File: src/rtl/tube_parasite_master_if.sv
// Request/response handshake plus the parasite-side Tube register bus.
// "master" is the view of the bus initiator (tube_parasite_master).
// "slave" is the view of its environment: the parasite core that issues
// requests and the Tube responder that drives p_data_in.
interface tube_parasite_master_if;
    // Request channel from the parasite core
    logic       req_valid;
    logic       req_ready;
    logic       req_wr;
    logic [1:0] req_fifo;
    logic       req_wait;
    logic [7:0] req_wdata;

    // Completion channel back to the parasite core
    logic       rsp_valid;
    logic [7:0] rsp_rdata;
    logic       rsp_timeout;

    // Tube register bus, parasite side
    logic [2:0] p_addr;
    logic       p_cs_b;
    logic       p_rd_b;
    logic       p_wr_b;
    logic [7:0] p_data_out;
    logic       p_data_oe;
    logic [7:0] p_data_in;

    modport master (
        input  req_valid, req_wr, req_fifo, req_wait, req_wdata, p_data_in,
        output req_ready, rsp_valid, rsp_rdata, rsp_timeout,
        output p_addr, p_cs_b, p_rd_b, p_wr_b, p_data_out, p_data_oe
    );

    modport slave (
        output req_valid, req_wr, req_fifo, req_wait, req_wdata, p_data_in,
        input  req_ready, rsp_valid, rsp_rdata, rsp_timeout,
        input  p_addr, p_cs_b, p_rd_b, p_wr_b, p_data_out, p_data_oe
    );
endinterface

File: src/rtl/tube_parasite_master.sv
// Tube parasite-side bus initiator.
// Turns single-register read/write requests into timed p_cs_b/p_rd_b/p_wr_b
// cycles. With req_wait set, the FIFO status register is polled until the
// FIFO reports ready (bit7 for reads, bit6 for writes) or the poll budget
// runs out. All bus and response outputs are registered.
// Optional feature: define TUBE_PARASITE_MASTER_IRQ_SYNC_EN to add the
// synchronised irq level and nmi falling-edge pulse outputs.
module tube_parasite_master #(
    parameter int unsigned SETUP_CYC  = 1,
    parameter int unsigned STROBE_CYC = 2,
    parameter int unsigned HOLD_CYC   = 1,
    parameter int unsigned POLL_LIMIT = 1024
) (
    input  logic p_clk,
    input  logic p_rst,
`ifdef TUBE_PARASITE_MASTER_IRQ_SYNC_EN
    input  logic p_irq_b,
    input  logic p_nmi_b,
    output logic irq,
    output logic nmi_pulse,
`endif
    tube_parasite_master_if.master bus
);

    // Phase counter only has to reach the longest phase length minus one.
    localparam int unsigned MAX_SS = (SETUP_CYC > STROBE_CYC) ? SETUP_CYC : STROBE_CYC;
    localparam int unsigned MAX_PH = (MAX_SS > HOLD_CYC) ? MAX_SS : HOLD_CYC;
    localparam int unsigned CNT_W  = (MAX_PH < 2) ? 1 : $clog2(MAX_PH);
    localparam int unsigned POLL_W = (POLL_LIMIT < 2) ? 1 : $clog2(POLL_LIMIT + 1);

    typedef enum logic [3:0] {
        StIdle,
        StPSetup,
        StPStrobe,
        StPHold,
        StPEval,
        StSetup,
        StStrobe,
        StHold,
        StResp
    } state_t;

    state_t            state;
    logic [CNT_W-1:0]  phase_cnt;
    logic [POLL_W-1:0] poll_cnt;
    logic              lat_wr;
    logic [1:0]        lat_fifo;
    logic [7:0]        lat_wdata;
    // Holds the last status byte during polling, then the read data.
    logic [7:0]        cap;

    logic setup_last;
    logic strobe_last;
    logic hold_last;
    logic status_ready;
    logic poll_exhausted;

    assign setup_last  = (32'(phase_cnt) == SETUP_CYC - 32'd1);
    assign strobe_last = (32'(phase_cnt) == STROBE_CYC - 32'd1);
    assign hold_last   = (32'(phase_cnt) == HOLD_CYC - 32'd1);

    // Bit7 = data available (reads), bit6 = space available (writes).
    // FIFO 3 bit7 is taken as-is; M-flag handling is left to software.
    assign status_ready = lat_wr ? cap[6] : cap[7];

    // True when the poll that just failed is the last one allowed.
    assign poll_exhausted = (POLL_LIMIT != 0) && ((32'(poll_cnt) + 32'd1) >= POLL_LIMIT);

    // Request sequencer: state, phase/poll counters and all registered outputs.
    always_ff @(posedge p_clk) begin
        if (p_rst) begin
            state           <= StIdle;
            phase_cnt       <= '0;
            poll_cnt        <= '0;
            lat_wr          <= 1'b0;
            lat_fifo        <= '0;
            lat_wdata       <= '0;
            cap             <= '0;
            bus.req_ready   <= 1'b1;
            bus.rsp_valid   <= 1'b0;
            bus.rsp_rdata   <= '0;
            bus.rsp_timeout <= 1'b0;
            bus.p_addr      <= '0;
            bus.p_cs_b      <= 1'b1;
            bus.p_rd_b      <= 1'b1;
            bus.p_wr_b      <= 1'b1;
            bus.p_data_out  <= '0;
            bus.p_data_oe   <= 1'b0;
        end else begin
            unique case (state)
                StIdle: begin
                    bus.rsp_valid   <= 1'b0;
                    bus.rsp_timeout <= 1'b0;
                    if (bus.req_valid && bus.req_ready) begin
                        lat_wr        <= bus.req_wr;
                        lat_fifo      <= bus.req_fifo;
                        lat_wdata     <= bus.req_wdata;
                        poll_cnt      <= '0;
                        phase_cnt     <= '0;
                        bus.req_ready <= 1'b0;
                        bus.p_cs_b    <= 1'b0;
                        if (bus.req_wait) begin
                            state      <= StPSetup;
                            bus.p_addr <= {bus.req_fifo, 1'b0};
                        end else begin
                            state      <= StSetup;
                            bus.p_addr <= {bus.req_fifo, 1'b1};
                            // Write data goes out with chip select so it is
                            // stable well before and after the strobe.
                            if (bus.req_wr) begin
                                bus.p_data_oe  <= 1'b1;
                                bus.p_data_out <= bus.req_wdata;
                            end
                        end
                    end
                end

                StPSetup: begin
                    if (setup_last) begin
                        phase_cnt  <= '0;
                        state      <= StPStrobe;
                        bus.p_rd_b <= 1'b0;
                    end else begin
                        phase_cnt <= phase_cnt + CNT_W'(1);
                    end
                end

                StPStrobe: begin
                    if (strobe_last) begin
                        phase_cnt  <= '0;
                        state      <= StPHold;
                        bus.p_rd_b <= 1'b1;
                        cap        <= bus.p_data_in;
                    end else begin
                        phase_cnt <= phase_cnt + CNT_W'(1);
                    end
                end

                StPHold: begin
                    if (hold_last) begin
                        phase_cnt  <= '0;
                        state      <= StPEval;
                        bus.p_cs_b <= 1'b1;
                    end else begin
                        phase_cnt <= phase_cnt + CNT_W'(1);
                    end
                end

                StPEval: begin
                    if (status_ready) begin
                        state      <= StSetup;
                        bus.p_cs_b <= 1'b0;
                        bus.p_addr <= {lat_fifo, 1'b1};
                        if (lat_wr) begin
                            bus.p_data_oe  <= 1'b1;
                            bus.p_data_out <= lat_wdata;
                        end
                    end else begin
                        if (POLL_LIMIT != 0 && 32'(poll_cnt) < POLL_LIMIT) begin
                            poll_cnt <= poll_cnt + POLL_W'(1);
                        end
                        if (poll_exhausted) begin
                            // Give up without touching the data register.
                            state           <= StResp;
                            bus.rsp_valid   <= 1'b1;
                            bus.rsp_timeout <= 1'b1;
                            bus.rsp_rdata   <= cap;
                        end else begin
                            state      <= StPSetup;
                            bus.p_cs_b <= 1'b0;
                            bus.p_addr <= {lat_fifo, 1'b0};
                        end
                    end
                end

                StSetup: begin
                    if (setup_last) begin
                        phase_cnt  <= '0;
                        state      <= StStrobe;
                        bus.p_rd_b <= lat_wr;
                        bus.p_wr_b <= ~lat_wr;
                    end else begin
                        phase_cnt <= phase_cnt + CNT_W'(1);
                    end
                end

                StStrobe: begin
                    if (strobe_last) begin
                        phase_cnt  <= '0;
                        state      <= StHold;
                        bus.p_rd_b <= 1'b1;
                        bus.p_wr_b <= 1'b1;
                        if (!lat_wr) begin
                            cap <= bus.p_data_in;
                        end
                    end else begin
                        phase_cnt <= phase_cnt + CNT_W'(1);
                    end
                end

                StHold: begin
                    if (hold_last) begin
                        phase_cnt       <= '0;
                        state           <= StResp;
                        bus.p_cs_b      <= 1'b1;
                        bus.p_data_oe   <= 1'b0;
                        bus.p_data_out  <= '0;
                        bus.rsp_valid   <= 1'b1;
                        bus.rsp_timeout <= 1'b0;
                        bus.rsp_rdata   <= lat_wr ? 8'h00 : cap;
                    end else begin
                        phase_cnt <= phase_cnt + CNT_W'(1);
                    end
                end

                StResp: begin
                    // ready is withheld here so p_cs_b stays high for at
                    // least RESP plus one IDLE cycle between accesses.
                    bus.rsp_valid   <= 1'b0;
                    bus.rsp_timeout <= 1'b0;
                    bus.req_ready   <= 1'b1;
                    state           <= StIdle;
                end

                default: begin
                    state         <= StIdle;
                    bus.req_ready <= 1'b1;
                    bus.p_cs_b    <= 1'b1;
                    bus.p_rd_b    <= 1'b1;
                    bus.p_wr_b    <= 1'b1;
                    bus.p_data_oe <= 1'b0;
                end
            endcase
        end
    end

`ifdef TUBE_PARASITE_MASTER_IRQ_SYNC_EN
    logic irq_s1;
    logic nmi_s1;
    logic nmi_s2;
    logic nmi_s3;

    // Two-flop synchronisers; the second irq flop stores the inverted level.
    // Reset to the inactive level so no edge is seen coming out of reset.
    always_ff @(posedge p_clk) begin
        if (p_rst) begin
            irq_s1    <= 1'b1;
            irq       <= 1'b0;
            nmi_s1    <= 1'b1;
            nmi_s2    <= 1'b1;
            nmi_s3    <= 1'b1;
            nmi_pulse <= 1'b0;
        end else begin
            irq_s1    <= p_irq_b;
            irq       <= ~irq_s1;
            nmi_s1    <= p_nmi_b;
            nmi_s2    <= nmi_s1;
            nmi_s3    <= nmi_s2;
            nmi_pulse <= nmi_s3 & ~nmi_s2;
        end
    end
`endif

endmodule

File: src/flat_wrapper.sv
// flat-port wrapper written by rule: the top's interface ports become plain ports
module tube_parasite_master_flat 
#(
    parameter int unsigned SETUP_CYC  = 1,
    parameter int unsigned STROBE_CYC = 2,
    parameter int unsigned HOLD_CYC   = 1,
    parameter int unsigned POLL_LIMIT = 1024
)
  (p_clk, p_rst, bus_req_valid, bus_req_wr, bus_req_fifo, bus_req_wait, bus_req_wdata, bus_p_data_in, bus_req_ready, bus_rsp_valid, bus_rsp_rdata, bus_rsp_timeout, bus_p_addr, bus_p_cs_b, bus_p_rd_b, bus_p_wr_b, bus_p_data_out, bus_p_data_oe);
  tube_parasite_master_if bus_i ();
  input  logic p_clk;
  input  logic p_rst;
  input wire logic [$bits(bus_i.req_valid)-1:0] bus_req_valid;
  input wire logic [$bits(bus_i.req_wr)-1:0] bus_req_wr;
  input wire logic [$bits(bus_i.req_fifo)-1:0] bus_req_fifo;
  input wire logic [$bits(bus_i.req_wait)-1:0] bus_req_wait;
  input wire logic [$bits(bus_i.req_wdata)-1:0] bus_req_wdata;
  input wire logic [$bits(bus_i.p_data_in)-1:0] bus_p_data_in;
  output wire logic [$bits(bus_i.req_ready)-1:0] bus_req_ready;
  output wire logic [$bits(bus_i.rsp_valid)-1:0] bus_rsp_valid;
  output wire logic [$bits(bus_i.rsp_rdata)-1:0] bus_rsp_rdata;
  output wire logic [$bits(bus_i.rsp_timeout)-1:0] bus_rsp_timeout;
  output wire logic [$bits(bus_i.p_addr)-1:0] bus_p_addr;
  output wire logic [$bits(bus_i.p_cs_b)-1:0] bus_p_cs_b;
  output wire logic [$bits(bus_i.p_rd_b)-1:0] bus_p_rd_b;
  output wire logic [$bits(bus_i.p_wr_b)-1:0] bus_p_wr_b;
  output wire logic [$bits(bus_i.p_data_out)-1:0] bus_p_data_out;
  output wire logic [$bits(bus_i.p_data_oe)-1:0] bus_p_data_oe;
  assign bus_i.req_valid = bus_req_valid;
  assign bus_i.req_wr = bus_req_wr;
  assign bus_i.req_fifo = bus_req_fifo;
  assign bus_i.req_wait = bus_req_wait;
  assign bus_i.req_wdata = bus_req_wdata;
  assign bus_i.p_data_in = bus_p_data_in;
  assign bus_req_ready = bus_i.req_ready;
  assign bus_rsp_valid = bus_i.rsp_valid;
  assign bus_rsp_rdata = bus_i.rsp_rdata;
  assign bus_rsp_timeout = bus_i.rsp_timeout;
  assign bus_p_addr = bus_i.p_addr;
  assign bus_p_cs_b = bus_i.p_cs_b;
  assign bus_p_rd_b = bus_i.p_rd_b;
  assign bus_p_wr_b = bus_i.p_wr_b;
  assign bus_p_data_out = bus_i.p_data_out;
  assign bus_p_data_oe = bus_i.p_data_oe;
  tube_parasite_master #(.SETUP_CYC(SETUP_CYC), .STROBE_CYC(STROBE_CYC), .HOLD_CYC(HOLD_CYC), .POLL_LIMIT(POLL_LIMIT)) u_core (.p_clk(p_clk), .p_rst(p_rst), .bus(bus_i));
endmodule
File: config.mk
export PLATFORM = sky130hd
export DESIGN_NAME = tube_parasite_master_flat
export DESIGN_NICKNAME = d
export VERILOG_FILES = /design/src/rtl/tube_parasite_master_if.sv /design/src/rtl/tube_parasite_master.sv /design/src/flat_wrapper.sv
export SDC_FILE = /design/constraint.sdc
export NUM_CORES = 1
export LEC_CHECK = 0
export ABC_AREA = 1
export CAP_MARGIN = 20
export CORE_ASPECT_RATIO = 1.2
export CORE_MARGIN = 2
export CORE_UTILIZATION = 40
export CTS_CLUSTER_SIZE = 14
export DETAILED_ROUTE_END_ITERATION = 8
export PLACE_DENSITY = 0.65
export SKIP_LAST_GASP = 1
export SLEW_MARGIN = 25
export SYNTH_ARGS = -nofsm -noshare
export SYNTH_HDL_FRONTEND = slang
export SYNTH_SLANG_ARGS = --single-unit
File: constraint.sdc
create_clock -name p_clk -period 1.67 [get_ports p_clk]
set_input_delay 0.167 -clock p_clk [delete_from_list [all_inputs] [get_ports p_clk]]
set_output_delay 0.167 -clock p_clk [all_outputs]
set_load 0.05 [all_outputs]
==> metrics, run 1 <==
Leak 1.85 nW; total number of vias 2,933; Final Hold Vio Count 0; Final GP Congestion 0.871; Pwr Density 1860 nW/µm²; clk_lat worst skew 0.34 ns; Initial Util 41.0%; Max VDD drop 0.877 mV; Setup Skew 0.00691 ns; synthesized instance count 424; CTS tree yes; top cells by area, synth dfxtp_1 (41%), nand2_1 (14%), nor2_1 (6.3%); Clock Tree Root clkbuf_8; Fin Setup TNS 0 ns; slowest CP cell dfxtp_2; Buffers on Ports 48; die area 8120 µm²; Worst Path Max Fanout 9; Post-synth EDFFs 0; top_reg_cell synth dfxtp_1; hold_buf cts 0; Mapped Nets 449; Placed Cells 570; Final nets 524; relative slew slack 66.5%; CTS Sinks 61; commonest non-fill, non-tap cells in the layout nand2_1 (104), dfxtp_1 (55), nor2_1 (49); Post-Route WL 7.74 mm; DIE HEIGHT 98.3 µm; hpwl dp 5.56 mm; reg2reg start u_core.poll_cnt[0]$_SDFFE_PP0P_; die width 82.6 µm; WL per Instance 13.0 µm; reg-to-reg endpoint u_core.bus.rsp_rdata[5]$_SDFFE_PP0P_; Levels on crit path 12; slowest stage delay, CP 0.35 ns; cell accounting for the most synthesized area dfxtp_1; most common cell after layout, fill and taps aside nand2_1; Worst-Margin Slew 0.501 ns; drc violations 0; Max Cap Violations 0; Synth async-reset ratio 0%; Max Freq 633 MHz; Max Root-Sink Buffers 2; Warnings, synthesis 0; vias per std cell 4.94; most used cell, CP nand2_2; ANT cells 0; Worst Hold Path Cells 3; CP Cell Sequence ha_4, nand3_4, nor2_4, nand2_2, nand2_2, buf_4, nand3_1, nand2_2, nand2_4, nand3_1, nand2_1, nor2_1; vias in the first global route 2,758; Mapped Area 2970 µm²; reg2reg setup slack 0.09 ns; worst reg-to-reg path cell count 12; initial antenna violation count 0; RSZ-0062 raised after global routing yes; crit-path leading delay family simple AND/OR/NAND/NOR gates; part of the cycle the worst path needs 94.6%; sequential area share after synthesis 41.2%; hold endpoint u_core.cap[1]$_SDFFE_PP0P_; I/O pins 49; Initial DRC Count 152; Worst EP arrival 1.86 ns; Yosys reg bits 61; Avg Cell Area, Syn 7.00 µm²; HP Start bus_p_data_in[1]; startpoint type of the worst setup path flip-flop; total congestion overflow 0; Hold Crit Class in -> reg; P&R area growth vs syn 34.5%; first-pass GRT wire length 12.4 mm; Setup-failing EPs final 0; largest net degree at the start of global routing 30; Post-DRT Antenna Nets 0; # rows 34; WP data required 1.95 ns; H-tree Lvls 3; worst path buffer plus inverter count 1; crit path time final 1.58 ns; Num CTS Buffers 9; top cell type's share of synthesized area 41.2%; WS Path Type reg -> reg; TritonRoute pass-1 iters 5; layout cells sized above 1 21.2%; core area 7230 µm²; GRT Total Usage 19.7%; Reg clk slew, reported paths 0.07 ns; count of cell types in the netlist 34; Critical Path Sink Type flip-flop; status finished clean; Slew Limit Fails 0; non-filler cells, final 594
metal layers:
metal	vias up	wire length (µm)	global-route usage (%)	share of wire (%)
met5	-	0	0	0
met4	0	193	8.83	2.5
met3	18	364	5.08	4.7
met2	78	3880	31.5	50
met1	1319	3300	24.5	43
li1	1518	-	-	-
final cells by class:
type | instances | area, µm²
repair buffers | 74 | 672
multi-input cells | 309 | 1630
fillers | 720 | 3240
clock inverters | 6 | 38.8
inverters | 44 | 173
well taps | 90 | 113
clock buffers | 10 | 138
flip-flops and latches | 61 | 1230
per-stage QoR:
step	setup slack [ns]	total power (W)	area, µm²	hold slack [ns]	utilization (%)
after global placement	0.0141	0.00591	3590	0.435	49.7
after CTS	0.000290	0.00709	3760	0.391	52.1
final	0.0904	0.00744	3990	0.405	55.2
after detailed placement	-0.0105	0.00594	3590	0.441	49.7
after floorplan	0.0659	0.00499	2970	0.302	-
after global routing	-0.0473	0.00799	3990	0.404	55.2
report_power, final:
part / switching (W) / internal (W) / total [W]
Combinational: 0.00279 / 0.00135 / 0.00414
Sequential: 0.000247 / 0.00190 / 0.00215
Clock: 0.000577 / 0.000571 / 0.00115
registers in the layout (all words and copies together) (netlist names), 2 cells and up:
register,count
u_core.bus.p_addr,3
u_core.bus.p_data_out,8
u_core.bus.rsp_rdata,8
u_core.cap,8
u_core.lat_fifo,2
u_core.lat_wdata,8
u_core.poll_cnt,11
u_core.state,4
worst reg2reg max path: stages, from the launching register on:
cell and delay [ns]:
dfxtp_2 0.35, ha_4 0.15, nand3_4 0.08, nor2_4 0.14, nand2_2 0.07, nand2_2 0.07
buf_4 0.11, nand3_1 0.08, nand2_2 0.14, nand2_4 0.10, nand3_1 0.10, nand2_1 0.06
nor2_1 0.08
worst max path at each step:
stage / start / endpoint / slack (ns)
2_1_floorplan: u_core.bus.req_ready$_SDFFE_PP1P_ / u_core.phase_cnt$_SDFFE_PP0P_ / 0.07
3_3_place_gp: bus_req_valid / u_core.poll_cnt[5]$_SDFFE_PP0P_ / 0.01
3_5_place_dp: bus_req_valid / u_core.poll_cnt[5]$_SDFFE_PP0P_ / -0.01
4_1_cts: u_core.bus.rsp_rdata[6]$_SDFFE_PP0P_ / bus_rsp_rdata[6] / 0.0003
5_1_grt: u_core.poll_cnt[1]$_SDFFE_PP0P_ / u_core.bus.rsp_rdata[3]$_SDFFE_PP0P_ / -0.05
6_report: u_core.poll_cnt[0]$_SDFFE_PP0P_ / u_core.bus.rsp_rdata[5]$_SDFFE_PP0P_ / 0.09
cell usage after synthesis (2+ instances only):
| master | n |
|---|---|
| xor2_1 | 3 |
| nor3_1 | 2 |
| ha_1 | 2 |
| buf_6 | 4 |
| nand3_1 | 31 |
| o211ai_1 | 2 |
| nor2_4 | 5 |
| o21ai_0 | 31 |
| inv_1 | 37 |
| inv_2 | 6 |
| buf_2 | 2 |
| o21ai_1 | 9 |
| a21oi_1 | 37 |
| clkbuf_1 | 5 |
| dfxtp_1 | 61 |
| nand2_4 | 3 |
| nand2_1 | 108 |
| nand3_2 | 2 |
| nor2_1 | 50 |
| nand4_1 | 2 |
| nand2_2 | 6 |
| nor2_2 | 3 |
| nand3b_1 | 2 |
cell families (layout without fill, tap and decap cells):
group	count (synthesis)	in the layout	synth area share [%]
AO/OA/AOI/OAI	83	83	14.6
XOR/XNOR	4	4	1.18
adder cells (fa/ha/maj)	2	2	0.843
buffers and inverters	56	134	8.39
flip-flops	61	61	41.2
AND/OR/NAND/NOR	218	220	33.8
repair_timing:
item,4_1_cts,5_1_grt
resized for setup,4,47
buffers inserted,0,6
pin swaps,0,13
endpoints found under the setup margin,4,65
cloned,0,2
(Power assumes the default switching activity.)
==> run 2, diff against run 1 <==
--- a/config.mk
+++ b/config.mk
@@ -8,11 +8,11 @@
 export ABC_AREA = 1
 export CAP_MARGIN = 20
 export CORE_ASPECT_RATIO = 1.2
-export CORE_MARGIN = 2
 export CORE_UTILIZATION = 40
-export CTS_CLUSTER_SIZE = 14
+export CTS_CLUSTER_SIZE = 8
 export DETAILED_ROUTE_END_ITERATION = 8
 export PLACE_DENSITY = 0.65
+export SKIP_CTS_REPAIR_TIMING = 1
 export SKIP_LAST_GASP = 1
 export SLEW_MARGIN = 25
 export SYNTH_ARGS = -nofsm -noshare
==> metrics, run 2 (synthesis results as in run 1) <==
Num CTS Buffers 9 (unchanged); total congestion overflow 0 (unchanged); Initial Util 41.0% (unchanged); Slew Limit Fails 0 (unchanged); Max Cap Violations 0 (unchanged); relative slew slack 65.8% (was 66.5%); Reg clk slew, reported paths 0.08 ns (was 0.07 ns); H-tree Lvls 3 (unchanged); slowest stage delay, CP 0.39 ns (was 0.35 ns); slowest CP cell dfxtp_2 (unchanged); CTS Sinks 61 (unchanged); Max Freq 637 MHz (was 633 MHz); total number of vias 2,955 (was 2,933); die area 7770 µm² (was 8120 µm²); TritonRoute pass-1 iters 4 (was 5); P&R area growth vs syn 35.3% (was 34.5%); worst path buffer plus inverter count 2 (was 1); Setup-failing EPs final 0 (unchanged); initial antenna violation count 0 (unchanged); Post-Route WL 7.76 mm (was 7.74 mm); clk_lat worst skew 0.34 ns (about the same); first-pass GRT wire length 12.1 mm (was 12.4 mm); startpoint type of the worst setup path flip-flop (unchanged); Worst-Margin Slew 0.512 ns (was 0.501 ns); Final Hold Vio Count 0 (unchanged); crit-path leading delay family simple AND/OR/NAND/NOR gates (unchanged); sequential cell area 1230 µm² (about the same); status finished clean (unchanged); fill cell count 700 (was 720); WS Path Type reg -> reg (unchanged); crit path time final 1.57 ns (was 1.58 ns); Max VDD drop 1.01 mV (was 0.877 mV); Pwr Density 1900 nW/µm² (was 1860 nW/µm²); DIE HEIGHT 96.3 µm (was 98.3 µm); commonest non-fill, non-tap cells in the layout nand2_1 (104), dfxtp_1 (56), nor2_1 (47) (was nand2_1 (104), dfxtp_1 (55), nor2_1 (49)); vias in the first global route 2,645 (was 2,758); largest net degree at the start of global routing 30 (unchanged); CP Cell Sequence nor2_4, buf_4, nand2_4, nand2_1, inv_4, nand2_4, nor2_4, nand2_1, a21oi_1, o21ai_1 (was ha_4, nand3_4, nor2_4, nand2_2, nand2_2, buf_4, nand3_1, nand2_2, nand2_4, nand3_1, nand2_1, nor2_1); Max Root-Sink Buffers 2 (unchanged); Placed Cells 570 (unchanged); Hold Crit Class in -> reg (unchanged); WL per Instance 13.1 µm (was 13.0 µm); Core Util, Final 55.5% (was 55.2%); die width 80.6 µm (was 82.6 µm); ANT cells 0 (unchanged); hpwl dp 5.53 mm (was 5.56 mm); WP data required 1.89 ns (was 1.95 ns); Buffers on Ports 48 (unchanged); Critical Path Sink Type flip-flop (unchanged); Worst EP arrival 1.79 ns (was 1.86 ns); part of the cycle the worst path needs 94.0% (was 94.6%); # rows 34 (unchanged); layout cells sized above 1 21.6% (was 21.2%); Multi-input gate area 1630 µm² (about the same); core area 7230 µm² (unchanged); Leak 1.90 nW (was 1.85 nW); vias per std cell 4.97 (was 4.94); drc violations 0 (unchanged); Worst Path Max Fanout 10 (was 9); Post-DRT Antenna Nets 0 (unchanged); Final nets 524 (unchanged); pre-CTS setup slack -0.0569 ns (was -0.0105 ns); Largest Register u_core.poll_cnt (unchanged); CTS tree yes (unchanged); Initial DRC Count 114 (was 152); GRT Total Usage 20.6% (was 19.7%); most common cell after layout, fill and taps aside nand2_1 (unchanged); Setup Skew 0.0125 ns (was 0.00691 ns); I/O pins 49 (unchanged); max reg flops 11 (unchanged); Clock Tree Root clkbuf_8 (unchanged); Final WS setup 0.100 ns (was 0.0904 ns); Final GP Congestion 0.951 (was 0.871); non-filler cells, final 594 (unchanged)
==> run 2: changes by cell type in the layout (fill, tap and decap cells not counted), moves of 2 or more <==
cell            delta
nand3_2            +2
nand2_2            +2
dlygate4sd2_1      -4
nor2_1             -2
dlymetal6s2s_1     +4
nand2_4            -2
==> run 2: layout make-up <==
class                      instances  area share [%]
multi-input combinational        309            40.5
inverter                          44            4.30
timing repair buffer              74            16.9
clock buffer                       9            3.09
sequential                        61            30.6
clock inverter                     7            1.84
tap                               90            2.80
==> run 2: through the flow <==
step                      area (µm²)  hold slack (ns)  power [W]  TNS [ns]
after global placement          3590            0.434    0.00591   -0.0278
after floorplan                 2970            0.302    0.00499         0
after global routing            4020            0.404    0.00813  -0.00744
after CTS                       3790            0.393    0.00728    -0.372
final                           4020            0.405    0.00763         0
after detailed placement        3590            0.439    0.00595    -0.181
==> run 2: final timing paths <==
| check | from | endpoint | slack [ns] | depth (start not counted) |
|---|---|---|---|---|
| max reg2reg | u_core.state[0]$_SDFFE_PP0P_ | u_core.bus.p_rd_b$_SDFFE_PP1P_ | 0.10 | 10 |
| min reg2reg | u_core.lat_fifo[0]$_SDFFE_PP0P_ | u_core.lat_fifo[0]$_SDFFE_PP0P_ | 0.45 | 2 |
| max | u_core.state[0]$_SDFFE_PP0P_ | u_core.bus.p_rd_b$_SDFFE_PP1P_ | 0.10 | 10 |
| min | bus_p_data_in[2] | u_core.cap[2]$_SDFFE_PP0P_ | 0.41 | 3 |
==> run 2: metal layers <==
metal | share of wire [%] | track usage [%] | up-vias
met1 | 44 | 24.1 | 1370
met5 | 0 | 0 | -
li1 | - | - | 1520
met3 | 3.3 | 3.89 | 10
met2 | 51 | 36.2 | 55
met4 | 1.5 | 9.23 | 0
==> run 2: worst min-delay path, delay by kind of cell <==
kind                   cells  cell delay (ns)
buffers and inverters      1             0.39
and+or+nand+nor            2             0.14
==> run 2: power breakdown <==
| part | leakage, nW | internal, W | switching, W | total [W] |
|---|---|---|---|---|
| combinational | 1.30 | 0.00137 | 0.00281 | 0.00418 |
| clock | 0.0996 | 0.000693 | 0.000615 | 0.00131 |
| sequential | 0.501 | 0.00190 | 0.000247 | 0.00214 |
| total | 1.90 | 0.00396 | 0.00367 | 0.00763 |
